**src/rtl/clock_mode_ctrl_if.sv**
```systemverilog
// Button, running-time and edit/alarm signals exchanged between the clock
// mode controller (slave) and its environment (master).
interface clock_mode_ctrl_if;
    logic       btn_mode;
    logic       btn_left;
    logic       btn_right;
    logic       btn_up;
    logic       btn_down;
    logic [4:0] cur_hours;
    logic [5:0] cur_minutes;
    logic [5:0] cur_seconds;
    logic [1:0] mode;
    logic [2:0] pos;
    logic [4:0] edit_hours;
    logic [5:0] edit_minutes;
    logic [5:0] edit_seconds;
    logic       time_load;
    logic [4:0] alarm_hours;
    logic [5:0] alarm_minutes;
    logic       blink;

    modport master (
        output btn_mode, btn_left, btn_right, btn_up, btn_down,
        output cur_hours, cur_minutes, cur_seconds,
        input  mode, pos, edit_hours, edit_minutes, edit_seconds,
        input  time_load, alarm_hours, alarm_minutes, blink
    );

    modport slave (
        input  btn_mode, btn_left, btn_right, btn_up, btn_down,
        input  cur_hours, cur_minutes, cur_seconds,
        output mode, pos, edit_hours, edit_minutes, edit_seconds,
        output time_load, alarm_hours, alarm_minutes, blink
    );
endinterface

```
**src/rtl/clock_mode_ctrl.sv**
```systemverilog
// Button-driven time/alarm setting controller: RUN -> SET_TIME -> COMMIT -> SET_ALARM -> RUN,
// with digit editing, idle timeout and a blink output for the edited display.
module clock_mode_ctrl #(
    parameter int unsigned TIMEOUT_CYCLES = 1000000000,
    parameter int unsigned BLINK_CYCLES   = 25000000
) (
    input logic              clk,
    input logic              reset_n,
    clock_mode_ctrl_if.slave bus
);

    typedef enum logic [1:0] {
        StRun      = 2'd0,
        StSetTime  = 2'd1,
        StCommit   = 2'd2,
        StSetAlarm = 2'd3
    } state_e;

    localparam int unsigned IdleW  = (TIMEOUT_CYCLES > 1) ? $clog2(TIMEOUT_CYCLES) : 1;
    localparam int unsigned BlinkW = (BLINK_CYCLES > 1) ? $clog2(BLINK_CYCLES) : 1;
    localparam logic [IdleW-1:0]  IdleLast  = IdleW'(TIMEOUT_CYCLES - 1);
    localparam logic [BlinkW-1:0] BlinkLast = BlinkW'(BLINK_CYCLES - 1);

    state_e            state_q, state_d;
    logic [2:0]        pos_q, pos_d;
    logic [4:0]        edit_h_q, edit_h_d, alarm_h_q, alarm_h_d;
    logic [5:0]        edit_m_q, edit_m_d, alarm_m_q, alarm_m_d;
    logic [5:0]        edit_s_q, edit_s_d;
    logic [IdleW-1:0]  idle_q, idle_d;
    logic [BlinkW-1:0] blink_cnt_q, blink_cnt_d;
    logic              blink_q, blink_d;
    logic [4:0]        btn, btn_prev_q, ev;
    logic              set_q, set_d;

    // Bit order encodes priority: mode > up > down > left > right.
    assign btn = {bus.btn_mode, bus.btn_up, bus.btn_down, bus.btn_left, bus.btn_right};
    assign ev  = btn & ~btn_prev_q;

    // Add/subtract 1 or 10 modulo 'modulus' by compare-and-correct in 7 bits.
    function automatic logic [5:0] step_field(input logic [5:0] v, input logic [6:0] modulus,
                                              input logic big, input logic inc);
        logic [6:0] d;
        logic [6:0] r;
        d = big ? 7'd10 : 7'd1;
        if (inc) begin
            r = {1'b0, v} + d;
            if (r >= modulus) r = r - modulus;
        end else if ({1'b0, v} >= d) begin
            r = {1'b0, v} - d;
        end else begin
            r = {1'b0, v} + modulus - d;
        end
        return 6'(r);
    endfunction

    assign set_q = (state_q == StSetTime) || (state_q == StSetAlarm);
    assign set_d = (state_d == StSetTime) || (state_d == StSetAlarm);

    always_comb begin
        state_d   = state_q;
        pos_d     = pos_q;
        edit_h_d  = edit_h_q;
        edit_m_d  = edit_m_q;
        edit_s_d  = edit_s_q;
        alarm_h_d = alarm_h_q;
        alarm_m_d = alarm_m_q;
        idle_d    = idle_q + 1'b1;
        unique case (state_q)
            StRun: begin
                if (ev[4]) begin
                    state_d  = StSetTime;
                    pos_d    = 3'd0;
                    edit_h_d = (bus.cur_hours > 5'd23) ? 5'd0 : bus.cur_hours;
                    edit_m_d = (bus.cur_minutes > 6'd59) ? 6'd0 : bus.cur_minutes;
                    edit_s_d = (bus.cur_seconds > 6'd59) ? 6'd0 : bus.cur_seconds;
                end
            end
            StSetTime, StSetAlarm: begin
                if (ev[4]) begin
                    if (state_q == StSetTime) begin
                        state_d = StCommit;
                    end else begin
                        alarm_h_d = edit_h_q;
                        alarm_m_d = edit_m_q;
                        state_d   = StRun;
                    end
                end else if (ev[3] || ev[2]) begin
                    idle_d = '0;
                    if (pos_q < 3'd2) begin
                        edit_s_d = step_field(edit_s_q, 7'd60, pos_q[0], ev[3]);
                    end else if (pos_q < 3'd4) begin
                        edit_m_d = step_field(edit_m_q, 7'd60, pos_q[0], ev[3]);
                    end else begin
                        edit_h_d = 5'(step_field({1'b0, edit_h_q}, 7'd24, pos_q[0], ev[3]));
                    end
                end else if (ev[1]) begin
                    idle_d = '0;
                    if (pos_q == 3'd5) pos_d = (state_q == StSetTime) ? 3'd0 : 3'd2;
                    else               pos_d = pos_q + 3'd1;
                end else if (ev[0]) begin
                    idle_d = '0;
                    if (state_q == StSetTime) pos_d = (pos_q == 3'd0) ? 3'd5 : pos_q - 3'd1;
                    else                      pos_d = (pos_q == 3'd2) ? 3'd5 : pos_q - 3'd1;
                end else if (idle_q == IdleLast) begin
                    state_d = StRun;
                end
            end
            StCommit: begin
                state_d  = StSetAlarm;
                pos_d    = 3'd2;
                edit_h_d = alarm_h_q;
                edit_m_d = alarm_m_q;
                edit_s_d = 6'd0;
            end
            default: state_d = StRun;
        endcase
        if (state_d != state_q) idle_d = '0;
    end

    // Blink runs only while staying in a set state; entry or exit restarts it low.
    always_comb begin
        blink_cnt_d = '0;
        blink_d     = 1'b0;
        if (set_q && set_d && (state_d == state_q)) begin
            blink_d = blink_q;
            if (blink_cnt_q == BlinkLast) begin
                blink_d = ~blink_q;
            end else begin
                blink_cnt_d = blink_cnt_q + 1'b1;
            end
        end
    end

    always_ff @(posedge clk or negedge reset_n) begin
        if (!reset_n) begin
            state_q     <= StRun;
            pos_q       <= 3'd0;
            edit_h_q    <= 5'd0;
            edit_m_q    <= 6'd0;
            edit_s_q    <= 6'd0;
            alarm_h_q   <= 5'd0;
            alarm_m_q   <= 6'd0;
            idle_q      <= '0;
            blink_cnt_q <= '0;
            blink_q     <= 1'b0;
            btn_prev_q  <= '1;
        end else begin
            state_q     <= state_d;
            pos_q       <= pos_d;
            edit_h_q    <= edit_h_d;
            edit_m_q    <= edit_m_d;
            edit_s_q    <= edit_s_d;
            alarm_h_q   <= alarm_h_d;
            alarm_m_q   <= alarm_m_d;
            idle_q      <= idle_d;
            blink_cnt_q <= blink_cnt_d;
            blink_q     <= blink_d;
            btn_prev_q  <= btn;
        end
    end

    assign bus.mode          = state_q;
    assign bus.pos           = pos_q;
    assign bus.edit_hours    = edit_h_q;
    assign bus.edit_minutes  = edit_m_q;
    assign bus.edit_seconds  = edit_s_q;
    assign bus.alarm_hours   = alarm_h_q;
    assign bus.alarm_minutes = alarm_m_q;
    assign bus.time_load     = (state_q == StCommit);
    assign bus.blink         = blink_q;

endmodule

```
**src/flat_wrapper.sv**
```systemverilog
// flat-port wrapper written by rule: the top's interface ports become plain ports
module clock_mode_ctrl_flat 
#(
    parameter int unsigned TIMEOUT_CYCLES = 1000000000,
    parameter int unsigned BLINK_CYCLES   = 25000000
)
  (clk, reset_n, bus_btn_mode, bus_btn_left, bus_btn_right, bus_btn_up, bus_btn_down, bus_cur_hours, bus_cur_minutes, bus_cur_seconds, bus_mode, bus_pos, bus_edit_hours, bus_edit_minutes, bus_edit_seconds, bus_time_load, bus_alarm_hours, bus_alarm_minutes, bus_blink);
  clock_mode_ctrl_if bus_i ();
  input logic clk;
  input logic reset_n;
  input wire logic [$bits(bus_i.btn_mode)-1:0] bus_btn_mode;
  input wire logic [$bits(bus_i.btn_left)-1:0] bus_btn_left;
  input wire logic [$bits(bus_i.btn_right)-1:0] bus_btn_right;
  input wire logic [$bits(bus_i.btn_up)-1:0] bus_btn_up;
  input wire logic [$bits(bus_i.btn_down)-1:0] bus_btn_down;
  input wire logic [$bits(bus_i.cur_hours)-1:0] bus_cur_hours;
  input wire logic [$bits(bus_i.cur_minutes)-1:0] bus_cur_minutes;
  input wire logic [$bits(bus_i.cur_seconds)-1:0] bus_cur_seconds;
  output wire logic [$bits(bus_i.mode)-1:0] bus_mode;
  output wire logic [$bits(bus_i.pos)-1:0] bus_pos;
  output wire logic [$bits(bus_i.edit_hours)-1:0] bus_edit_hours;
  output wire logic [$bits(bus_i.edit_minutes)-1:0] bus_edit_minutes;
  output wire logic [$bits(bus_i.edit_seconds)-1:0] bus_edit_seconds;
  output wire logic [$bits(bus_i.time_load)-1:0] bus_time_load;
  output wire logic [$bits(bus_i.alarm_hours)-1:0] bus_alarm_hours;
  output wire logic [$bits(bus_i.alarm_minutes)-1:0] bus_alarm_minutes;
  output wire logic [$bits(bus_i.blink)-1:0] bus_blink;
  assign bus_i.btn_mode = bus_btn_mode;
  assign bus_i.btn_left = bus_btn_left;
  assign bus_i.btn_right = bus_btn_right;
  assign bus_i.btn_up = bus_btn_up;
  assign bus_i.btn_down = bus_btn_down;
  assign bus_i.cur_hours = bus_cur_hours;
  assign bus_i.cur_minutes = bus_cur_minutes;
  assign bus_i.cur_seconds = bus_cur_seconds;
  assign bus_mode = bus_i.mode;
  assign bus_pos = bus_i.pos;
  assign bus_edit_hours = bus_i.edit_hours;
  assign bus_edit_minutes = bus_i.edit_minutes;
  assign bus_edit_seconds = bus_i.edit_seconds;
  assign bus_time_load = bus_i.time_load;
  assign bus_alarm_hours = bus_i.alarm_hours;
  assign bus_alarm_minutes = bus_i.alarm_minutes;
  assign bus_blink = bus_i.blink;
  clock_mode_ctrl #(.TIMEOUT_CYCLES(TIMEOUT_CYCLES), .BLINK_CYCLES(BLINK_CYCLES)) u_core (.clk(clk), .reset_n(reset_n), .bus(bus_i));
endmodule
```
**config.mk**
```make
export PLATFORM = sky130hd
export DESIGN_NAME = clock_mode_ctrl_flat
export DESIGN_NICKNAME = d
export VERILOG_FILES = /design/src/rtl/clock_mode_ctrl_if.sv /design/src/rtl/clock_mode_ctrl.sv /design/src/flat_wrapper.sv
export SDC_FILE = /design/constraint.sdc
export NUM_CORES = 1
export LEC_CHECK = 0
export BUFFER_PORTS_ARGS = -buffer_cell sky130_fd_sc_hd__buf_2
export CAP_MARGIN = 20
export CORE_MARGIN = 8
export CORE_UTILIZATION = 50
export CTS_CLUSTER_DIAMETER = 200
export DETAILED_ROUTE_END_ITERATION = 7
export GPL_TIMING_DRIVEN = 0
export PLACE_DENSITY = 0.79
export SLEW_MARGIN = 20
export SYNTH_ARGS = -nofsm -noshare
export SYNTH_HDL_FRONTEND = slang
export SYNTH_SLANG_ARGS = --single-unit
```
**constraint.sdc**
```tcl
create_clock -name clk -period 3.8 [get_ports clk]
set_clock_uncertainty 0.1 [all_clocks]
set_input_delay 0.38 -clock clk [delete_from_list [all_inputs] [get_ports clk]]
set_output_delay 0.38 -clock clk [all_outputs]
set_load 0.02 [all_outputs]
```
==> results_dict.tcl, run 1 <==
set metrics [dict create \
    outcome "completed" \
    clock_power_share_pct 15.5 \
    dpl.hpwl_um 12100 \
    routed_via_density 5.77 \
    grt_pass1_vias 5669 \
    syn2layout_area_growth_pct 14.3 \
    yosysWarnings 0 \
    globalplace.congestion 0.862 \
    clockBufferDepth 2 \
    die-width_um 131 \
    drt_first_iter_violations 473 \
    rsz0062_at_grt "no" \
    ys_types 71 \
    total_power_mw 6.00 \
    diodes 0 \
    leakagePower_nw 3.33 \
    drv_slew 0 \
    path_clk_slew_ps 60 \
    ys.flop_type "dfrtp_1" \
    placed_cells 1005 \
    wirelength_um 16800 \
    vdd_drop_max_v 0.000301 \
    cp.required_ps 3920 \
    synth_edf_count 0 \
    layout.cells.non_filler 1033 \
    fp-row-count 42 \
    synth_area_um2 6590 \
    first_pass_iters 6 \
    htree_levels 3 \
    groute.usage.overall_pct 20.0 \
    cts_tree "yes" \
    cts_buffers 9 \
    p_per_area_nw_per_um2 796 \
    synth_top_cell_by_area "dfrtp_1" \
    seqPwrFrac_pct 24.1 \
    relSlewSlack_pct 43.6 \
    finish.utilization_pct 57.6 \
    initial_core_util_pct 50.4 \
    port-buffer-count 58 \
    avgSynthCellArea_um2 8.56 \
    drc 0 \
    netlist_top_cells_area "dfrtp_1 (34%), ha_1 (7.8%), nor2_1 (6.0%)" \
    grt_max_degree 55 \
    arrival_ps 3550 \
    crit_type "reg2reg" \
    wl_per_cell_um 16.2 \
    hp-class "in2reg" \
    power_switching_mw 2.87 \
    io_pins 59 \
    fillers 1141 \
    hold_viol_final 0 \
    clk_latency_ps 360 \
    dieArea_um2 17100 \
    switching_share_pct 47.8 \
    internal_power_mw 3.14 \
    maxCapViolCount 0 \
    setup_viol 0 \
    num_vias 5958 \
    synthCells 770 \
    fin_nets 927 \
    grt_pass1_wl_um 27100 \
    pwr-share-comb_pct 60.4 \
    synth_fp_nets 845 \
    path_max_fanout 9 \
    yosysSeqAreaShare_pct 35.8 \
    crit_path_end_kind "register" \
    drive_above_1_share_pct 13.1 \
    fin_crit_ps 3430 \
    tightest_slew_ps 842 \
    cts_root_buffer "clkbuf_16" \
    overflow 0 \
    async_flop_share_pct 100 \
    min_delay_path_depth 1 \
    drtAntennaViolNets 0 \
    synth.top_cell.area_share_pct 33.8 \
    max_freq_mhz 292 \
    antenna_found_initial 0 \
    reg2reg_depth 12 \
    ys_ff_latch 94 \
    core_um2 13100 \
    die_y_um 131 \
    fin_crit_sh_pct 90.3 \
    worstSetupStartpointType "register" \
    numClockSinks 94 \
]
layer usage:
layer / share of wire [%] / track usage (%) / up-vias
li1: - / - / 2866
met1: 44 / 25.9 / 2868
met2: 48 / 32.0 / 188
met3: 5.8 / 4.26 / 36
met4: 2.1 / 7.63 / 0
met5: 0 / 0 / -
final timing paths:
| path | from | slack [ps] | to |
|---|---|---|---|
| worst max register to register | u_core.bus.pos[0] | 370 | u_core.bus.edit_minutes[3] |
| worst max-delay path | u_core.bus.pos[0] | 370 | u_core.bus.edit_minutes[3] |
| min in group asynchronous | reset_n | 390 | u_core.blink_cnt_q[11] |
| worst min-delay path | bus_btn_up | 50 | u_core.btn_prev_q[3] |
| max in group asynchronous | reset_n | 2570 | u_core.btn_prev_q[0] |
| worst min register to register | u_core.bus.alarm_hours[2] | 420 | u_core.bus.alarm_hours[2] |
through the flow:
stage / hold slack [ps] / TNS [ps] / instance area, µm² / setup WS (ps)
final: 48.8 / 0 / 7540 / 370
after global routing: 46.0 / 0 / 7540 / 173
after CTS: 43.3 / 0 / 7480 / 151
after detailed placement: 228 / -3110 / 7140 / -593
after global placement: 393 / -2680 / 7100 / -526
after floorplan: -15.6 / 0 / 6590 / 106
Yosys cell counts (10+ instances only):
cell type / instances
xnor2_1: 29
ha_1: 41
fa_1: 10
and3_1: 12
dfrtp_1: 89
nor2_1: 106
inv_1: 33
nand2_1: 84
nor2b_1: 13
nand2b_1: 12
nand4_1: 15
o21ai_0: 50
clkbuf_1: 21
a21oi_1: 33
nand3_1: 44
xor2_1: 37
nor3_1: 14
what timing repair did:
action                                 4_1_cts  5_1_grt
setup endpoints to repair                    7        4
resized for setup                            3        0
endpoints found under the hold margin       40        0
hold buffers                                 1        0
buffers inserted                             3        8
state kept, by name, indices dropped and copies added (netlist names):
signal                    cells
u_core.bus.pos                3
u_core.idle_q                30
u_core.bus.alarm_minutes      6
u_core.bus.edit_minutes       6
u_core.bus.mode               2
u_core.btn_prev_q             5
u_core.bus.edit_hours         5
u_core.bus.blink              1
u_core.bus.edit_seconds       6
u_core.blink_cnt_q           25
u_core.bus.alarm_hours        5
power groups by stage:
stage | Combinational, mW | Clock [mW] | Sequential (mW)
floorplan | 2.38 | 0 | 1.59
global placement | 3.34 | 0 | 1.47
detailed placement | 3.41 | 0 | 1.48
CTS | 3.47 | 0.946 | 1.47
global route | 4.00 | 0.983 | 1.48
finish | 3.63 | 0.932 | 1.45
kinds of logic after synthesis:
logic type,Yosys count,share of synthesized area (%)
AND/OR/NAND/NOR,331,23.7
AO/OA/AOI/OAI,155,15.4
flip-flops,94,35.8
XOR/XNOR,66,8.77
buffers and inverters,62,3.74
adder cells (fa/ha/maj),51,10.8
multiplexers,11,1.75
final cells by class:
| type | instances | area (µm²) | share of cell area [%] |
|---|---|---|---|
| clock buffer | 12 | 246 | 3.27 |
| timing repair buffer | 71 | 417 | 5.53 |
| sequential | 94 | 2360 | 31.3 |
| multi-input combinational | 614 | 3990 | 52.9 |
| buffer | 28 | 119 | 1.58 |
| tap | 176 | 220 | 2.92 |
| clock inverter | 4 | 55.1 | 0.730 |
| inverter | 34 | 131 | 1.74 |
placed cells by master, fill, tap and decap left out, types with 3 or more instances in the layout:
cell type	synthesis	final
nor2_1	106	106
dfrtp_1	89	88
nand2_1	84	84
buf_2	5	62
o21ai_0	50	50
nand3_1	44	44
ha_1	41	41
xor2_1	37	37
a21oi_1	33	33
inv_1	33	32
xnor2_1	29	29
clkbuf_1	21	23
nand4_1	15	15
nor3_1	14	14
nor2b_1	13	13
nand2b_1	12	12
and3_1	12	12
buf_4	0	11
fa_1	10	10
clkbuf_16	0	9
o31ai_1	7	7
mux2i_1	7	7
a211oi_1	6	6
a31oi_1	6	6
nor4_1	5	5
dfstp_2	5	5
and4_1	4	4
or2_2	4	4
o21ai_1	4	4
a211o_1	4	4
mux2_2	4	4
a221oi_1	4	4
or3_1	3	3
nand4b_1	3	3
a21o_1	3	3
a311o_1	3	3
a22oi_1	3	3
nor3b_1	3	3
o22ai_1	3	3
critical path, stage by stage, from the launching register on:
cell        delay [ps]
dfrtp_4            470
clkinvlp_4         210
ha_1               370
nor2b_1            220
o21ai_1            210
xnor2_1            290
ha_1               250
nand3b_1           140
o221a_4            290
o41ai_1            280
a32o_2             220
mux2i_1            190
o21ai_1             70
No activity file was read; power rests on OpenSTA's default activity.
==> inputs of run 2 (changes only) <==
--- a/config.mk
+++ b/config.mk
@@ -7,12 +7,13 @@
 export LEC_CHECK = 0
 export BUFFER_PORTS_ARGS = -buffer_cell sky130_fd_sc_hd__buf_2
 export CAP_MARGIN = 20
+export CORE_ASPECT_RATIO = 1.25
 export CORE_MARGIN = 8
-export CORE_UTILIZATION = 50
-export CTS_CLUSTER_DIAMETER = 200
+export CORE_UTILIZATION = 55
+export CTS_CLUSTER_DIAMETER = 80
 export DETAILED_ROUTE_END_ITERATION = 7
 export GPL_TIMING_DRIVEN = 0
-export PLACE_DENSITY = 0.79
+export PLACE_DENSITY = 0.85
 export SLEW_MARGIN = 20
 export SYNTH_ARGS = -nofsm -noshare
 export SYNTH_HDL_FRONTEND = slang
==> run 2 against run 1 <==
Via count is 0.23% higher. Sequential power about the same. Maximum frequency about the same. Total power fell by 0.63%. Setup slack improved by 2.7 ps. Routed wire length decreased by 1.4%. First-iteration DRC count is 10% higher. Die area fell by 7.9%. Largest power group unchanged.
==> results_dict.tcl, run 2 (synthesized netlist as in run 1, its figures left out) <==
set metrics [dict create \
    crit_path_end_kind "register" \
    wirelength_um 16500 \
    r2r_slack_ps 370 \
    max_freq_mhz 292 \
    hold_start "bus_btn_down" \
    cp.required_ps 3920 \
    fin_crit_ps 3430 \
    routed_via_density 5.89 \
    core_um2 11700 \
    drive_above_1_share_pct 12.9 \
    dpl.hpwl_um 12100 \
    cts_buffers 9 \
    groute.usage.overall_pct 20.8 \
    initial_core_util_pct 56.5 \
    cts_root_buffer "clkbuf_16" \
    min_delay_path_depth 1 \
    setup_viol 0 \
    fin_hold_ws_ps 37.8 \
    total_power_mw 5.97 \
    tightest_slew_ps 898 \
    antenna_found_initial 1 \
    arrival_ps 3540 \
    syn2layout_area_growth_pct 13.9 \
    regMostFlops "u_core.idle_q" \
    largest_register_ffs 30 \
    drv_slew 0 \
    path_max_fanout 10 \
    dp_slack_ps -586 \
    p_per_area_nw_per_um2 795 \
    largestRegisters "u_core.idle_q: 30 flops, u_core.blink_cnt_q: 25 flops" \
    setup_ws_ps 373 \
    htree_levels 3 \
    overflow 0 \
    drc 0 \
    leakagePower_nw 3.33 \
    grt_max_degree 56 \
    io_pins 59 \
    dieArea_um2 15800 \
    fin_nets 923 \
    grt_pass1_wl_um 27300 \
    rsz0062_at_grt "no" \
    drtAntennaViolNets 0 \
    globalplace.congestion 0.932 \
    drt_first_iter_violations 522 \
    mostFrequentLayoutCells "nor2_1 (106), dfrtp_1 (88), nand2_1 (84), buf_2 (62), o21ai_0 (50)" \
    clockBufferDepth 2 \
    hp-class "in2reg" \
    fin_crit_sh_pct 90.2 \
    first_pass_iters 6 \
    finish.utilization_pct 64.3 \
    port-buffer-count 58 \
    fp-row-count 44 \
    relSlewSlack_pct 39.9 \
    vdd_drop_max_v 0.000310 \
    cts_tree "yes" \
    crit_type "reg2reg" \
    die-width_um 114 \
    maxCapViolCount 0 \
    layout_commonest_cell "nor2_1" \
    num_vias 5972 \
    clk_latency_ps 350 \
    diodes 0 \
    reg2reg_depth 12 \
    outcome "completed" \
    worstSetupStartpointType "register" \
    hold_viol_final 0 \
    setup_tns_ps 0 \
    rr_startpoint "u_core.bus.pos[0]" \
    path_clk_slew_ps 70 \
    grt_pass1_vias 5771 \
    wl_per_cell_um 16.3 \
    startpoint "u_core.bus.pos[0]" \
    die_y_um 138 \
    numClockSinks 94 \
]
run 2: area by class of cell:
class | count | area [µm²]
buffer | 28 | 119
sequential | 94 | 2360
clock inverter | 7 | 96.3
timing repair inverter | 1 | 5.00
fill | 987 | 4160
clock buffer | 9 | 225
tap | 161 | 201
timing repair buffer | 66 | 379
inverter | 34 | 131
multi-input combinational | 614 | 3990
run 2: metal layers:
layer / up-vias / track usage, % / wire, µm
met2: 219 / 34.8 / 8050
met4: 2 / 7.38 / 468
li1: 2859 / - / -
met5: - / 0 / 8
met3: 40 / 5.19 / 1160
met1: 2852 / 25.4 / 6850
run 2: final timing paths:
kind                                                    to
worst max-delay path            u_core.bus.edit_minutes[3]
worst min-delay path                  u_core.btn_prev_q[2]
worst max register to register  u_core.bus.edit_minutes[3]
worst min register to register   u_core.bus.alarm_hours[2]
max in group asynchronous             u_core.btn_prev_q[3]
min in group asynchronous                u_core.idle_q[17]
run 2: what timing repair did:
item / in CTS / in global routing
resized for setup: 3 / 0
gates cloned: 0 / 1
hold buffers: 1 / 0
endpoints found under the setup margin: 10 / 5
setup buffers: 1 / 5
hold endpoints to repair: 36 / 0
run 2: stage by stage:
step / instance area [µm²] / cells
finish: 7510 / 1014
detailed placement: 7120 / 990
CTS: 7460 / 1008
global placement: 7080 / 989
floorplan: 6590 / 770
global route: 7510 / 1014
run 2: worst max-delay path: stages (launching register included):
cell and delay [ps]:
dfrtp_4 520, buf_4 210, ha_1 380, buf_2 230, inv_1 170, xnor2_1 260
ha_1 250, nand3b_1 150, o221a_4 290, o31ai_2 220, a32o_2 250, mux2i_1 190
o21ai_1 70
run 2: power by group:
group | switching [mW] | internal (mW)
Combinational | 2.16 | 1.38
Sequential | 0.268 | 1.19
Clock | 0.393 | 0.579
Total | 2.82 | 3.15
==> inputs of run 3 (changes only) <==
--- a/config.mk
+++ b/config.mk
@@ -14,6 +14,7 @@
 export DETAILED_ROUTE_END_ITERATION = 7
 export GPL_TIMING_DRIVEN = 0
 export PLACE_DENSITY = 0.85
+export REMOVE_ABC_BUFFERS = 1
 export SLEW_MARGIN = 20
 export SYNTH_ARGS = -nofsm -noshare
 export SYNTH_HDL_FRONTEND = slang
==> run 3 against run 2 <==
Total power decreased by 1.9%. Global-route usage down 0.84 points. Register-to-register slack lost 120 ps. Largest cell class unchanged. Critical path type unchanged. Flip-flop and latch count stayed put. Non-clock buffer count shrank 29.
==> results_dict.tcl, run 3 (synthesized netlist as in run 1, its figures left out) <==
set metrics [dict create \
    outcome "completed" \
    fp-row-count 44 \
    max_freq_mhz 282 \
    crit_slowest_cell "ha_1" \
    relSlewSlack_pct 24.7 \
    clk_latency_ps 350 \
    overflow 0 \
    rsz0062_at_grt "no" \
    io_pins 59 \
    path_max_fanout 12 \
    crit_family "adder cells" \
    antenna_found_initial 0 \
    grt_pass1_wl_um 26000 \
    globalplace.congestion 0.888 \
    initial_core_util_pct 56.5 \
    path_clk_slew_ps 60 \
    layout_commonest_cell "nor2_1" \
    worstSetupStartpointType "register" \
    drc 0 \
    port-buffer-count 58 \
    drv_slew 0 \
    tightest_slew_ps 1130 \
    htree_levels 3 \
    syn2layout_area_growth_pct 11.7 \
    cts_root_buffer "clkbuf_16" \
    die_y_um 138 \
    drtAntennaViolNets 0 \
    fin_crit_ps 3550 \
    grt_pass1_vias 5638 \
    mostFrequentLayoutCells "nor2_1 (106), dfrtp_1 (88), nand2_1 (84), buf_2 (57), o21ai_0 (50)" \
    dieArea_um2 15800 \
    setup_viol 0 \
    crit_chain "buf_4 > buf_4 > ha_1 > inv_2 > xnor2_1 > ha_1 > nand2_1 > nor2_1 > o32a_1 > o21ai_0 > nand2_1 > mux2i_1 > a211o_1" \
    vdd_drop_max_v 0.000308 \
    regMostFlops "u_core.idle_q" \
    largestRegisters "u_core.idle_q: 30 flops, u_core.blink_cnt_q: 25 flops" \
    layout.cells.non_filler 984 \
    fin_crit_sh_pct 93.4 \
    finish.utilization_pct 63.1 \
    leakagePower_nw 3.26 \
    cp.required_ps 3920 \
    fin_hold_ws_ps 45.1 \
    first_pass_iters 5 \
    wirelength_um 15900 \
    wl_per_cell_um 16.2 \
    groute.usage.overall_pct 20.0 \
    grt_max_degree 55 \
    arrival_ps 3670 \
    routed_via_density 5.87 \
    largest_register_ffs 30 \
    maxCapViolCount 0 \
    dpl.hpwl_um 11300 \
    diodes 0 \
    drive_above_1_share_pct 12.2 \
    setup_tns_ps 0 \
    core_um2 11700 \
    drt_first_iter_violations 341 \
    cts_buffers 9 \
    p_per_area_nw_per_um2 795 \
    num_vias 5777 \
    fin_nets 893 \
    clockBufferDepth 2 \
    r2r_slack_ps 250 \
    hp-class "in2reg" \
    placed_cells 962 \
    die-width_um 114 \
    numClockSinks 94 \
    crit_type "reg2reg" \
    critical_path.n_buffers_inverters 3 \
    crit_path_end_kind "register" \
    slowest_delay_ps 540 \
    cts_tree "yes" \
    hold_viol_final 0 \
]
==> run 3: cell types whose count changed in the layout (fill, tap and decap cells not counted), sizes merged <==
| cell | change |
|---|---|
| clkbuf | -18 |
| buf | -8 |
| clkinv | -3 |
| inv | -1 |
==> run 3: area by class of cell <==
| class | count | area, µm² |
|---|---|---|
| fill | 1040 | 4300 |
| multi-input combinational | 614 | 3990 |
| sequential | 94 | 2360 |
| timing repair buffer | 65 | 372 |
| clock buffer | 12 | 236 |
| tap | 161 | 201 |
| inverter | 34 | 131 |
| clock inverter | 4 | 72.6 |
==> run 3: metrics by stage <==
stage / power [mW] / setup WS, ps / area (µm²)
after floorplan: 3.90 / 88.3 / 6470
after global placement: 4.70 / -588 / 6970
after detailed placement: 4.77 / -602 / 7000
after CTS: 5.80 / 140 / 7350
after global routing: 6.30 / 128 / 7370
final: 5.85 / 251 / 7370
==> run 3: repair_timing <==
item / 4_1_cts / 5_1_grt
resized for setup: 3 / 1
buffers inserted: 3 / 2
hold buffers: 1 / 0
setup endpoints to repair: 8 / 4
pin swaps: 0 / 0
hold endpoints to repair: 38 / 0
==> run 3: worst paths after layout <==
kind,to,depth (start not counted),start
hold / removal,u_core.btn_prev_q[2],1,bus_btn_down
setup reg to reg,u_core.bus.edit_seconds[2],13,u_core.bus.pos[0]
min in group asynchronous,u_core.blink_cnt_q[4],2,reset_n
max in group asynchronous,u_core.btn_prev_q[1],3,reset_n
hold reg to reg,u_core.bus.alarm_hours[3],2,u_core.bus.alarm_hours[3]
setup / recovery,u_core.bus.edit_seconds[2],13,u_core.bus.pos[0]
==> run 3: routing by layer <==
metal	global-route usage (%)	vias to the layer above	routed length, µm
met3	4.14	34	830
met5	0	-	0
li1	-	2792	-
met4	9.21	0	434
met2	34.3	177	7890
met1	23.3	2774	6780
==> run 3: power by group <==
| part | total, mW | leakage [nW] | internal, mW | switching [mW] |
|---|---|---|---|---|
| clock network | 0.950 | 0.147 | 0.576 | 0.374 |
| logic | 3.34 | 1.87 | 1.33 | 2.01 |
| registers | 1.57 | 1.24 | 1.19 | 0.381 |
| total | 5.85 | 3.26 | 3.09 | 2.76 |
